`src/rtl/spi_master_tx.sv`:
```
// Mode-0 SPI master: shifts one datasize-bit frame out MSB-first on mosi while
// capturing the simultaneous miso reply, then pulses done with the result.
module spi_master_tx #(
    parameter int unsigned datasize = 128,
    parameter int unsigned CLKDIV   = 2
) (
    input  logic                clk,
    input  logic                rst,
    input  logic                start,
    input  logic [datasize-1:0] data_in,
    output logic                busy,
    output logic                done,
    output logic [datasize-1:0] rx_data,
    output logic                sclk,
    output logic                cs,
    output logic                mosi,
    input  logic                miso
);

    localparam int unsigned BW = $clog2(datasize);
    localparam int unsigned DW = (CLKDIV > 1) ? $clog2(CLKDIV) : 1;

    typedef enum logic [2:0] {IDLE, SETUP, HIGH, LOW, HOLD} state_t;

    state_t                state_q, state_d;
    logic [DW-1:0]         div_q, div_d;
    logic [BW-1:0]         bit_q, bit_d;
    // MSB goes straight from data_in to mosi, so only the remaining bits are kept
    logic [datasize-2:0]   tx_q, tx_d;
    logic [datasize-1:0]   rx_q, rx_d;
    logic [datasize-1:0]   rx_data_q, rx_data_d;
    logic                  sclk_q, sclk_d;
    logic                  cs_q, cs_d;
    logic                  mosi_q, mosi_d;
    logic                  busy_q, busy_d;
    logic                  done_q, done_d;
    logic                  phase_end;

    assign phase_end = (div_q == DW'(CLKDIV - 1));

    always_comb begin
        state_d   = state_q;
        div_d     = '0;
        bit_d     = bit_q;
        tx_d      = tx_q;
        rx_d      = rx_q;
        rx_data_d = rx_data_q;
        sclk_d    = sclk_q;
        cs_d      = cs_q;
        mosi_d    = mosi_q;
        busy_d    = busy_q;
        done_d    = 1'b0;

        if (state_q != IDLE && !phase_end) begin
            div_d = div_q + 1'b1;
        end

        unique case (state_q)
            IDLE: begin
                if (start) begin
                    tx_d    = data_in[datasize-2:0];
                    mosi_d  = data_in[datasize-1];
                    cs_d    = 1'b0;
                    busy_d  = 1'b1;
                    bit_d   = '0;
                    state_d = SETUP;
                end
            end
            SETUP, LOW: begin
                if (phase_end) begin
                    sclk_d  = 1'b1;
                    rx_d    = {rx_q[datasize-2:0], miso};
                    state_d = HIGH;
                end
            end
            HIGH: begin
                if (phase_end) begin
                    sclk_d = 1'b0;
                    if (bit_q == BW'(datasize - 1)) begin
                        state_d = HOLD;
                    end else begin
                        mosi_d  = tx_q[datasize-2];
                        tx_d    = tx_q << 1;
                        bit_d   = bit_q + 1'b1;
                        state_d = LOW;
                    end
                end
            end
            HOLD: begin
                if (phase_end) begin
                    cs_d      = 1'b1;
                    busy_d    = 1'b0;
                    done_d    = 1'b1;
                    rx_data_d = rx_q;
                    state_d   = IDLE;
                end
            end
            default: state_d = IDLE;
        endcase
    end

    always_ff @(posedge clk) begin
        if (rst) begin
            state_q   <= IDLE;
            div_q     <= '0;
            bit_q     <= '0;
            tx_q      <= '0;
            rx_q      <= '0;
            rx_data_q <= '0;
            sclk_q    <= 1'b0;
            cs_q      <= 1'b1;
            mosi_q    <= 1'b0;
            busy_q    <= 1'b0;
            done_q    <= 1'b0;
        end else begin
            state_q   <= state_d;
            div_q     <= div_d;
            bit_q     <= bit_d;
            tx_q      <= tx_d;
            rx_q      <= rx_d;
            rx_data_q <= rx_data_d;
            sclk_q    <= sclk_d;
            cs_q      <= cs_d;
            mosi_q    <= mosi_d;
            busy_q    <= busy_d;
            done_q    <= done_d;
        end
    end

    assign busy    = busy_q;
    assign done    = done_q;
    assign rx_data = rx_data_q;
    assign sclk    = sclk_q;
    assign cs      = cs_q;
    assign mosi    = mosi_q;

endmodule

```
`config.mk`:
```
export PLATFORM = sky130hd
export DESIGN_NAME = spi_master_tx
export DESIGN_NICKNAME = d
export VERILOG_FILES = /design/src/rtl/spi_master_tx.sv
export SDC_FILE = /design/constraint.sdc
export NUM_CORES = 1
export LEC_CHECK = 0
export BUFFER_PORTS_ARGS = -buffer_cell sky130_fd_sc_hd__buf_2
export CORE_MARGIN = 5
export CORE_UTILIZATION = 35
export DETAILED_ROUTE_END_ITERATION = 6
export MAX_ROUTING_LAYER = met4
export PLACE_DENSITY = 0.58
export SLEW_MARGIN = 20
export SYNTH_ARGS = -nofsm -noshare
export SYNTH_HDL_FRONTEND = slang
export SYNTH_SLANG_ARGS = --single-unit
export TNS_END_PERCENT = 1
```
`constraint.sdc`:
```
create_clock -name clk -period 2 [get_ports clk]
set_input_delay 0.6 -clock clk [delete_from_list [all_inputs] [get_ports clk]]
set_output_delay 0.6 -clock clk [all_outputs]
set_load 0.03 [all_outputs]
```
==> flow_metrics.env, run 1 <==
export IMPL_worstPathArrival_ns=2.30
export IMPL_hold_ws_ns=0.287
export IMPL_synth_edf_count=0
export IMPL_seqCellArea_um2=7990
export IMPL_p_sw_w=0.00423
export IMPL_worstRegToRegCells=6
export IMPL_netlist_area_um2=14900
export IMPL_pwr_share_clk=0.462
export IMPL_p_comb_frac=0.072
export IMPL_crit_fanout=39
export IMPL_grt_pass1_vias=11500
export IMPL_cts_tree="built"
export IMPL_cts_hold_buf=0
export IMPL_rows=75
export IMPL_maxCapViolCount=0
export IMPL_fin_crit_ns=1.89
export IMPL_syn_mean_instance_area_um2=9.11
export IMPL_layout_drive_gt1_share=0.251
export IMPL_synth_distinct_cells=44
export IMPL_grt_ovfl_total=0
export IMPL_clock_skew_ns=0.0178
export IMPL_clkTransAtPathRegs_ns=0.06
export IMPL_worst_hold_path_endpoint="rx_q[0]"
export IMPL_firstDrtPassIters=5
export IMPL_yosys_area_top_type_share=0.536
export IMPL_vias=12200
export IMPL_p_sw_frac=0.236
export IMPL_postRouteAntennaNets=0
export IMPL_cts_buffer_depth=3
export IMPL_start_kind="register"
export IMPL_final_cell_area_um2=18300
export IMPL_whs_path_depth=3
export IMPL_finalNetCount=1972
export IMPL_grt_max_degree=123
export IMPL_synth_top_cells_by_count="nand2_1 (523), dfxtp_1 (399), nor2_1 (134)"
export IMPL_cts_resized=0
export IMPL_setup_violations_final=0
export IMPL_pwr_density_cell_nw_per_um2=979
export IMPL_rsz0062_at_grt="false"
export IMPL_postCtsSetupRepairBufs=0
export IMPL_max_slew_worst_pin_slew_ns=0.612
export IMPL_grt_pass1_wl_mm=59.7
export IMPL_cellLeakagePower_nw=7.25
export IMPL_wire_per_inst_um=15.5
export IMPL_hold_path_class="in2reg"
export IMPL_peakVddDrop_mv=0.493
export IMPL_slew_viol_final=0
export IMPL_r2r_end="tx_q[118]"
export IMPL_cts_sinks=399
export IMPL_fill_cells=4220
export IMPL_final_period_utilization=0.947
export IMPL_power_w=0.0179
export IMPL_place_gp_congestion=0.758
export IMPL_p_seq_frac=0.466
export IMPL_rrSetupSlack_ns=0.11
export IMPL_via_per_inst=5.07
export IMPL_die_area_um2=46800
export IMPL_dominantRegCellSynth="dfxtp_1"
export IMPL_htreeDepth=2
export IMPL_drc=0
export IMPL_async_flop_share=0
export IMPL_worstSkewPairLatency_ns=0.57
export IMPL_io_pins=265
export IMPL_cts_buffers_inserted=44
export IMPL_fmax_mhz=528
export IMPL_status="finished clean"
export IMPL_yosys_top_cells_area="dfxtp_1 (54%), nand2_1 (13%), a311oi_2 (8.5%), a22o_1 (7.5%), a21oi_1 (4.5%)"
export IMPL_multi_input_area_um2=6270
export IMPL_reg2reg_from="bit_q[0]"
export IMPL_initial_core_util=0.354
export IMPL_slew_headroom=0.592
export IMPL_placeableCoreArea_um2=42000
export IMPL_io_buffers=264
export IMPL_instances_no_fill=2414
export IMPL_place_hpwl_mm=23.6
export IMPL_grtUsageTotal=0.155
export IMPL_drt_iter0_drc=960
export IMPL_worstHoldStart="miso"
export IMPL_postSynthCellCount=1635
export IMPL_place_area_um2=16800
export IMPL_path_class="reg2reg"
export IMPL_yosys_warnings=0
export IMPL_yosysSeqAreaShare=0.536
export IMPL_dpl_cell_count=2332
export IMPL_die_w_um=216
export IMPL_clockRootBuffer="clkbuf_16"
export IMPL_synth_area_leader_cell="dfxtp_1"
export IMPL_internal_power_w=0.0137
export IMPL_hold_viol_final=0
export IMPL_routed_wl_mm=37.3
export IMPL_fp_dieH_um=216
export IMPL_cp_required_ns=2.41
export IMPL_yosysMostFrequentCell="nand2_1"
export IMPL_synthToLayoutAreaGrowth_pct=22.9
export IMPL_worstSetupEndpointType="register"
export IMPL_syn_nets=1768
export IMPL_antenna_found_initial=1
export IMPL_synth_seq_cells=399
routing by layer:
layer | vias to the layer above | share of wire | GRT usage
met3 | 50 | 0.062 | 0.0292
li1 | 6094 | - | -
met2 | 332 | 0.43 | 0.231
met4 | 0 | 0.017 | 0.0394
met1 | 5770 | 0.49 | 0.220
met5 | - | 0 | -
power by group through the flow:
stage | clock network, W | logic, W | registers (W)
after floorplan | 0 | 0.000916 | 0.00849
after global placement | 0 | 0.00127 | 0.00851
after detailed placement | 0 | 0.00131 | 0.00851
after CTS | 0.00854 | 0.00131 | 0.00834
after global routing | 0.00890 | 0.00143 | 0.00837
final | 0.00828 | 0.00129 | 0.00834
layout by cell type, fill, tap and decap left out, drive strengths merged, types with 2 or more instances in the layout:
cell and instances:
or3b 2, clkbuf 65, a311oi 128, nor2b 3
nand3 3, nand2 523, o21ai 4, nor2 135
a22o 128, clkinv 11, buf 305, a32oi 2
a21oi 133, nor3 4, mux2 2, dfxtp 399
bufinv 3
flip-flops by register name, indices dropped and copies added, names as in the netlist:
name	count
rx_data	128
rx_q	128
tx_q	127
bit_q	7
state_q	3
busy	1
cs	1
div_q	1
done	1
mosi	1
sclk	1
cell type report:
type / instances / share of cell area
antenna: 1 / 0.000137
clock buffer: 65 / 0.0716
clock inverter: 16 / 0.0110
multi-input combinational: 1089 / 0.342
sequential: 399 / 0.436
tap: 539 / 0.0368
timing repair buffer: 305 / 0.102
per-stage QoR:
stage	util	TNS, ns	setup WS (ns)
after floorplan	-	0	0.181
after detailed placement	0.399	-1.06	-0.0710
after CTS	0.435	0	0.0846
after global placement	0.399	-0.160	-0.0207
after global routing	0.435	0	0.0192
final	0.435	0	0.105
kinds of logic after synthesis:
group | after synthesis | share of synthesized area
flip-flops | 399 | 0.536
multiplexers | 3 | 0.00244
AND/OR/NAND/NOR | 679 | 0.176
AO/OA/AOI/OAI | 406 | 0.239
adder cells (fa/ha/maj) | 1 | 0.000840
buffers and inverters | 147 | 0.0452
how the worst max path moves through the flow:
stage | startpoint | end | slack, ns
detailed placement | start | tx_q[87] | -0.07
floorplan | start | tx_q[109] | 0.18
CTS | bit_q[0] | tx_q[118] | 0.08
finish | bit_q[0] | tx_q[118] | 0.11
global placement | start | tx_q[61] | -0.02
global route | bit_q[0] | tx_q[82] | 0.02
worst max-delay path, stage by stage (launching register included):
cell	delay, ns
dfxtp_1	0.35
ha_1	0.24
nand4_1	0.18
o311a_4	0.48
buf_12	0.23
nor2_1	0.16
a311oi_2	0.07
Power figures use the tool's default switching activity.
==> run 2, diff against run 1 <==
--- a/config.mk
+++ b/config.mk
@@ -6,11 +6,13 @@
 export NUM_CORES = 1
 export LEC_CHECK = 0
 export BUFFER_PORTS_ARGS = -buffer_cell sky130_fd_sc_hd__buf_2
+export CAP_MARGIN = 5
 export CORE_MARGIN = 5
 export CORE_UTILIZATION = 35
 export DETAILED_ROUTE_END_ITERATION = 6
 export MAX_ROUTING_LAYER = met4
 export PLACE_DENSITY = 0.58
+export REMOVE_ABC_BUFFERS = 1
 export SLEW_MARGIN = 20
 export SYNTH_ARGS = -nofsm -noshare
 export SYNTH_HDL_FRONTEND = slang
==> run 2 against run 1 <==
  * Fmax up 0.29%
  * Worst setup slack improved by 0.0055 ns
  * Utilization grew 0.17 points
  * Register-to-register slack is essentially flat
  * Sequential power is essentially flat
  * Combinational power is essentially flat
  * First-iteration DRC count is 22% lower
  * Power decreased by 0.64%
  * Routed wire length is 0.99% lower
  * Largest power group unchanged
==> flow_metrics.env, run 2 (synthesis results as in run 1) <==
export IMPL_layout_drive_gt1_share=0.251
export IMPL_grt_pass1_wl_mm=61.1
export IMPL_finish_utilization=0.437
export IMPL_via_per_inst=5.04
export IMPL_cellLeakagePower_nw=7.27
export IMPL_cts_buffers_inserted=44
export IMPL_maxCapViolCount=0
export IMPL_grtUsageTotal=0.158
export IMPL_placeableCoreArea_um2=42000
export IMPL_worstRegToRegCells=6
export IMPL_finalNetCount=1979
export IMPL_postRouteAntennaNets=0
export IMPL_clkTransAtPathRegs_ns=0.06
export IMPL_io_pins=265
export IMPL_startpoint="bit_q[0]"
export IMPL_worstSetupEndpointType="register"
export IMPL_peakVddDrop_mv=0.474
export IMPL_pwr_density_cell_nw_per_um2=968
export IMPL_cts_sinks=399
export IMPL_firstDrtPassIters=5
export IMPL_cts_tree="built"
export IMPL_postCtsSetupRepairBufs=0
export IMPL_r2r_end="tx_q[92]"
export IMPL_synthToLayoutAreaGrowth_pct=23.4
export IMPL_slew_viol_final=0
export IMPL_reg2reg_from="bit_q[0]"
export IMPL_hold_path_class="in2reg"
export IMPL_setup_violations_final=0
export IMPL_busiest_layer="met2"
export IMPL_n_antenna_cell=0
export IMPL_fp_dieH_um=216
export IMPL_die_area_um2=46800
export IMPL_io_buffers=264
export IMPL_hold_viol_final=0
export IMPL_cts_hold_buf=0
export IMPL_routed_wl_mm=37.0
export IMPL_path_class="reg2reg"
export IMPL_antenna_found_initial=0
export IMPL_critPathCapture="tx_q[92]"
export IMPL_place_area_um2=16900
export IMPL_instances_no_fill=2419
export IMPL_layout_cells_most_common_list="nand2_1 (523), dfxtp_1 (399), buf_2 (263), a21oi_1 (133), nor2_1 (132)"
export IMPL_vias=12200
export IMPL_rsz0062_at_grt="false"
export IMPL_final_cell_area_um2=18400
export IMPL_final_period_utilization=0.945
export IMPL_grt_util_met1=0.224
export IMPL_use_met2=0.232
export IMPL_place_hpwl_mm=24.6
export IMPL_max_slew_worst_pin_slew_ns=0.764
export IMPL_clock_skew_ns=0.0117
export IMPL_worstPathArrival_ns=2.33
export IMPL_cp_required_ns=2.44
export IMPL_worstSkewPairLatency_ns=0.56
export IMPL_cts_resized=0
export IMPL_fin_crit_ns=1.89
export IMPL_layout_commonest_cell="nand2_1"
export IMPL_die_w_um=216
export IMPL_whs_path_depth=3
export IMPL_cts_buffer_depth=3
export IMPL_status="finished clean"
export IMPL_grt_max_degree=111
export IMPL_start_kind="register"
export IMPL_fill_cells=4140
export IMPL_grtUsageMet3=0.0304
export IMPL_slew_headroom=0.491
export IMPL_hold_ws_ns=0.286
export IMPL_grt_ovfl_total=0
export IMPL_grt_pass1_vias=11700
export IMPL_rrSetupSlack_ns=0.11
export IMPL_initial_core_util=0.354
export IMPL_drt_iter0_drc=746
export IMPL_crit_fanout=34
export IMPL_clockRootBuffer="clkbuf_16"
export IMPL_fmax_mhz=529
export IMPL_wire_per_inst_um=15.3
export IMPL_htreeDepth=2
export IMPL_dpl_cell_count=2339
export IMPL_rows=75
export IMPL_place_gp_congestion=0.763
export IMPL_drc=0
export IMPL_worstHoldStart="miso"
## run 2: cell types whose count changed in the layout (fill, tap and decap cells not counted), moves of 2 or more
| cell | change |
|---|---|
| clkbuf_8 | -6 |
| clkinv_2 | -2 |
| bufinv_16 | +2 |
| clkbuf_1 | +5 |
| clkinvlp_4 | +2 |
| buf_12 | +6 |
## run 2: report_power, final
| group | switching [W] | internal, W |
|---|---|---|
| sequential | 0.000137 | 0.00821 |
| combinational | 0.000785 | 0.000527 |
| clock | 0.00323 | 0.00491 |
## run 2: cell type report
class | instances | area (um^2) | share of cell area
clock buffers | 63 | 1220 | 0.0665
clock inverters | 17 | 236 | 0.0129
well taps | 539 | 674 | 0.0367
repair buffers | 312 | 1990 | 0.108
flip-flops and latches | 399 | 7990 | 0.435
multi-input cells | 1089 | 6270 | 0.341
## run 2: worst min-delay path by stage
stage / endpoint / slack [ns]
floorplan: rx_q[127] / 0.43
global placement: cs / 0.43
detailed placement: cs / 0.44
CTS: rx_q[0] / 0.24
global route: rx_q[0] / 0.27
finish: rx_q[0] / 0.29
## run 2: per-stage QoR
stage               TNS [ns]  total power (W)  worst slack, ns
floorplan           -1796.53          0.00934            -5.87
global placement           0          0.00979          0.00780
detailed placement    -0.670          0.00983          -0.0604
CTS                        0           0.0181            0.109
global route               0           0.0186          0.00562
finish                     0           0.0178            0.111
## run 2: routing by layer
layer | vias up | wire length (um) | share of wire
met2 | 298 | 15900 | 0.43
li1 | 6102 | - | -
met3 | 41 | 1940 | 0.052
met1 | 5743 | 18600 | 0.50
met5 | - | 0 | 0
met4 | 0 | 563 | 0.015
## run 2: worst max-delay path, cell delays in order, from the launching register on
cell      delay (ns)
dfxtp_1         0.36
ha_1            0.24
nand4_1         0.18
o311a_4         0.39
buf_12          0.16
buf_12          0.17
a311oi_1        0.26
==> run 3, diff against run 2 <==
--- a/config.mk
+++ b/config.mk
@@ -7,9 +7,11 @@
 export LEC_CHECK = 0
 export BUFFER_PORTS_ARGS = -buffer_cell sky130_fd_sc_hd__buf_2
 export CAP_MARGIN = 5
+export CORE_ASPECT_RATIO = 2
 export CORE_MARGIN = 5
 export CORE_UTILIZATION = 35
 export DETAILED_ROUTE_END_ITERATION = 6
+export GPL_TIMING_DRIVEN = 1
 export MAX_ROUTING_LAYER = met4
 export PLACE_DENSITY = 0.58
 export REMOVE_ABC_BUFFERS = 1
==> run 3 against run 2 <==
  * Final area fell by 0.59%
  * Die area rose by 0.54%
  * Critical path depth fell by 1
  * Cell count rose by 0.45%
  * Clock skew rose by 0.0092 ns
  * Combinational power barely moved
  * Sequential power barely moved
  * Fmax rose by 2.2%
  * Utilization fell by 0.53 points
  * Non-clock buffer count rose by 16
==> flow_metrics.env, run 3 (synthesis results as in run 1) <==
export IMPL_firstDrtPassIters=5
export IMPL_status="finished clean"
export IMPL_grt_max_degree=68
export IMPL_hold_ws_ns=0.322
export IMPL_cts_tree="built"
export IMPL_worstSetupEndpointType="register"
export IMPL_die_area_um2=47000
export IMPL_final_cell_area_um2=18300
export IMPL_fmax_mhz=541
export IMPL_htreeDepth=2
export IMPL_place_hpwl_mm=25.5
export IMPL_synthToLayoutAreaGrowth_pct=22.7
export IMPL_place_gp_congestion=0.757
export IMPL_postCtsSetupRepairBufs=0
export IMPL_maxCapViolCount=0
export IMPL_cts_buffers_inserted=38
export IMPL_io_pins=265
export IMPL_initial_core_util=0.352
export IMPL_start_kind="register"
export IMPL_fill_cells=4278
export IMPL_placeableCoreArea_um2=42300
export IMPL_grt_ovfl_total=0
export IMPL_finalNetCount=1989
export IMPL_rows=107
export IMPL_path_cells="nor2_2 > o311a_4 > buf_4 > nor2_1 > a311oi_2"
export IMPL_io_buffers=264
export IMPL_place_area_um2=17000
export IMPL_slew_headroom=0.664
export IMPL_vias=12100
export IMPL_routed_wl_mm=37.3
export IMPL_clockRootBuffer="clkbuf_16"
export IMPL_cts_sinks=399
export IMPL_layout_drive_gt1_share=0.257
export IMPL_wire_per_inst_um=15.3
export IMPL_setup_tns_ns=0
export IMPL_layout_cells_most_common_list="nand2_1 (523), dfxtp_1 (399), buf_2 (263), a21oi_1 (133), nor2_1 (132)"
export IMPL_cp_required_ns=2.44
export IMPL_multi_input_area_um2=6270
export IMPL_via_per_inst=4.98
export IMPL_grtUsageTotal=0.158
export IMPL_clkTransAtPathRegs_ns=0.07
export IMPL_n_antenna_cell=0
export IMPL_fp_dieH_um=302
export IMPL_instances_no_fill=2430
export IMPL_cts_buffer_depth=3
export IMPL_hold_viol_final=0
export IMPL_worstPathArrival_ns=2.29
export IMPL_antenna_found_initial=2
export IMPL_critPathMaxStageDelay_ns=0.44
export IMPL_crit_fanout=18
export IMPL_die_w_um=156
export IMPL_postRouteAntennaNets=0
export IMPL_cellLeakagePower_nw=7.23
export IMPL_worstSkewPairLatency_ns=0.54
export IMPL_rsz0062_at_grt="false"
export IMPL_dpl_cell_count=2361
export IMPL_setup_violations_final=0
export IMPL_layout_commonest_cell="nand2_1"
export IMPL_power_w=0.0169
export IMPL_final_period_utilization=0.924
export IMPL_drt_iter0_drc=508
export IMPL_grt_pass1_wl_mm=60.4
export IMPL_fin_crit_ns=1.85
export IMPL_cts_resized=0
export IMPL_clock_skew_ns=0.0209
export IMPL_slew_viol_final=0
export IMPL_cp_slowest_cell="o311a_4"
export IMPL_grt_pass1_vias=11700
export IMPL_path_class="reg2reg"
export IMPL_pwr_density_cell_nw_per_um2=922
export IMPL_max_slew_worst_pin_slew_ns=0.504
export IMPL_hold_path_class="in2reg"
export IMPL_cts_hold_buf=0
export IMPL_seqCellArea_um2=7990
export IMPL_drc=0
export IMPL_peakVddDrop_mv=0.470
run 3: cell types whose count changed in the layout (fill, tap and decap cells not counted), moves of 2 or more:
cell | before | now
bufinv_16 | 5 | 1
clkinv_2 | 6 | 4
clkbuf_16 | 44 | 39
clkinvlp_4 | 3 | 6
clkbuf_8 | 5 | 8
buf_12 | 24 | 21
buf_4 | 24 | 43
clkbuf_1 | 14 | 7
run 3: cell type report:
type	count	area share
Clock buffer	54	0.0609
Clock inverter	15	0.00794
Multi-Input combinational cell	1089	0.343
Sequential cell	399	0.437
Tap cell	545	0.0373
Timing Repair Buffer	328	0.114
run 3: path summary, 6_finish.rpt:
kind	cells past startpoint	end	startpoint	slack [ns]
max	5	tx_q[74]	state_q[0]	0.15
min reg2reg	2	cs	cs	0.44
min	3	rx_q[0]	miso	0.32
max reg2reg	5	tx_q[74]	state_q[0]	0.15
run 3: critical path, delay by kind of cell (launching register included):
| family | cells | cell delay [ns] |
|---|---|---|
| compound gates | 2 | 0.67 |
| simple gates | 2 | 0.33 |
| flops | 1 | 0.43 |
| buf+inv | 1 | 0.30 |
run 3: power breakdown:
part / switching [W] / internal [W] / total, W
combinational: 0.000779 / 0.000537 / 0.00132
clock: 0.00315 / 0.00405 / 0.00720
sequential: 0.000134 / 0.00820 / 0.00833
total: 0.00406 / 0.0128 / 0.0169
run 3: metal layers:
layer,vias up,GRT usage,wire length (um)
met2,324,0.240,16400
li1,6130,-,-
met3,46,0.0256,2350
met1,5600,0.219,17800
met4,0,0.0390,754
met5,-,-,0
run 3: per-stage QoR:
| step | utilization | setup slack (ns) |
|---|---|---|
| CTS | 0.432 | 0.126 |
| global placement | 0.402 | -0.0264 |
| detailed placement | 0.402 | -0.0473 |
| floorplan | - | -5.87 |
| finish | 0.432 | 0.151 |
| global route | 0.432 | 0.000341 |
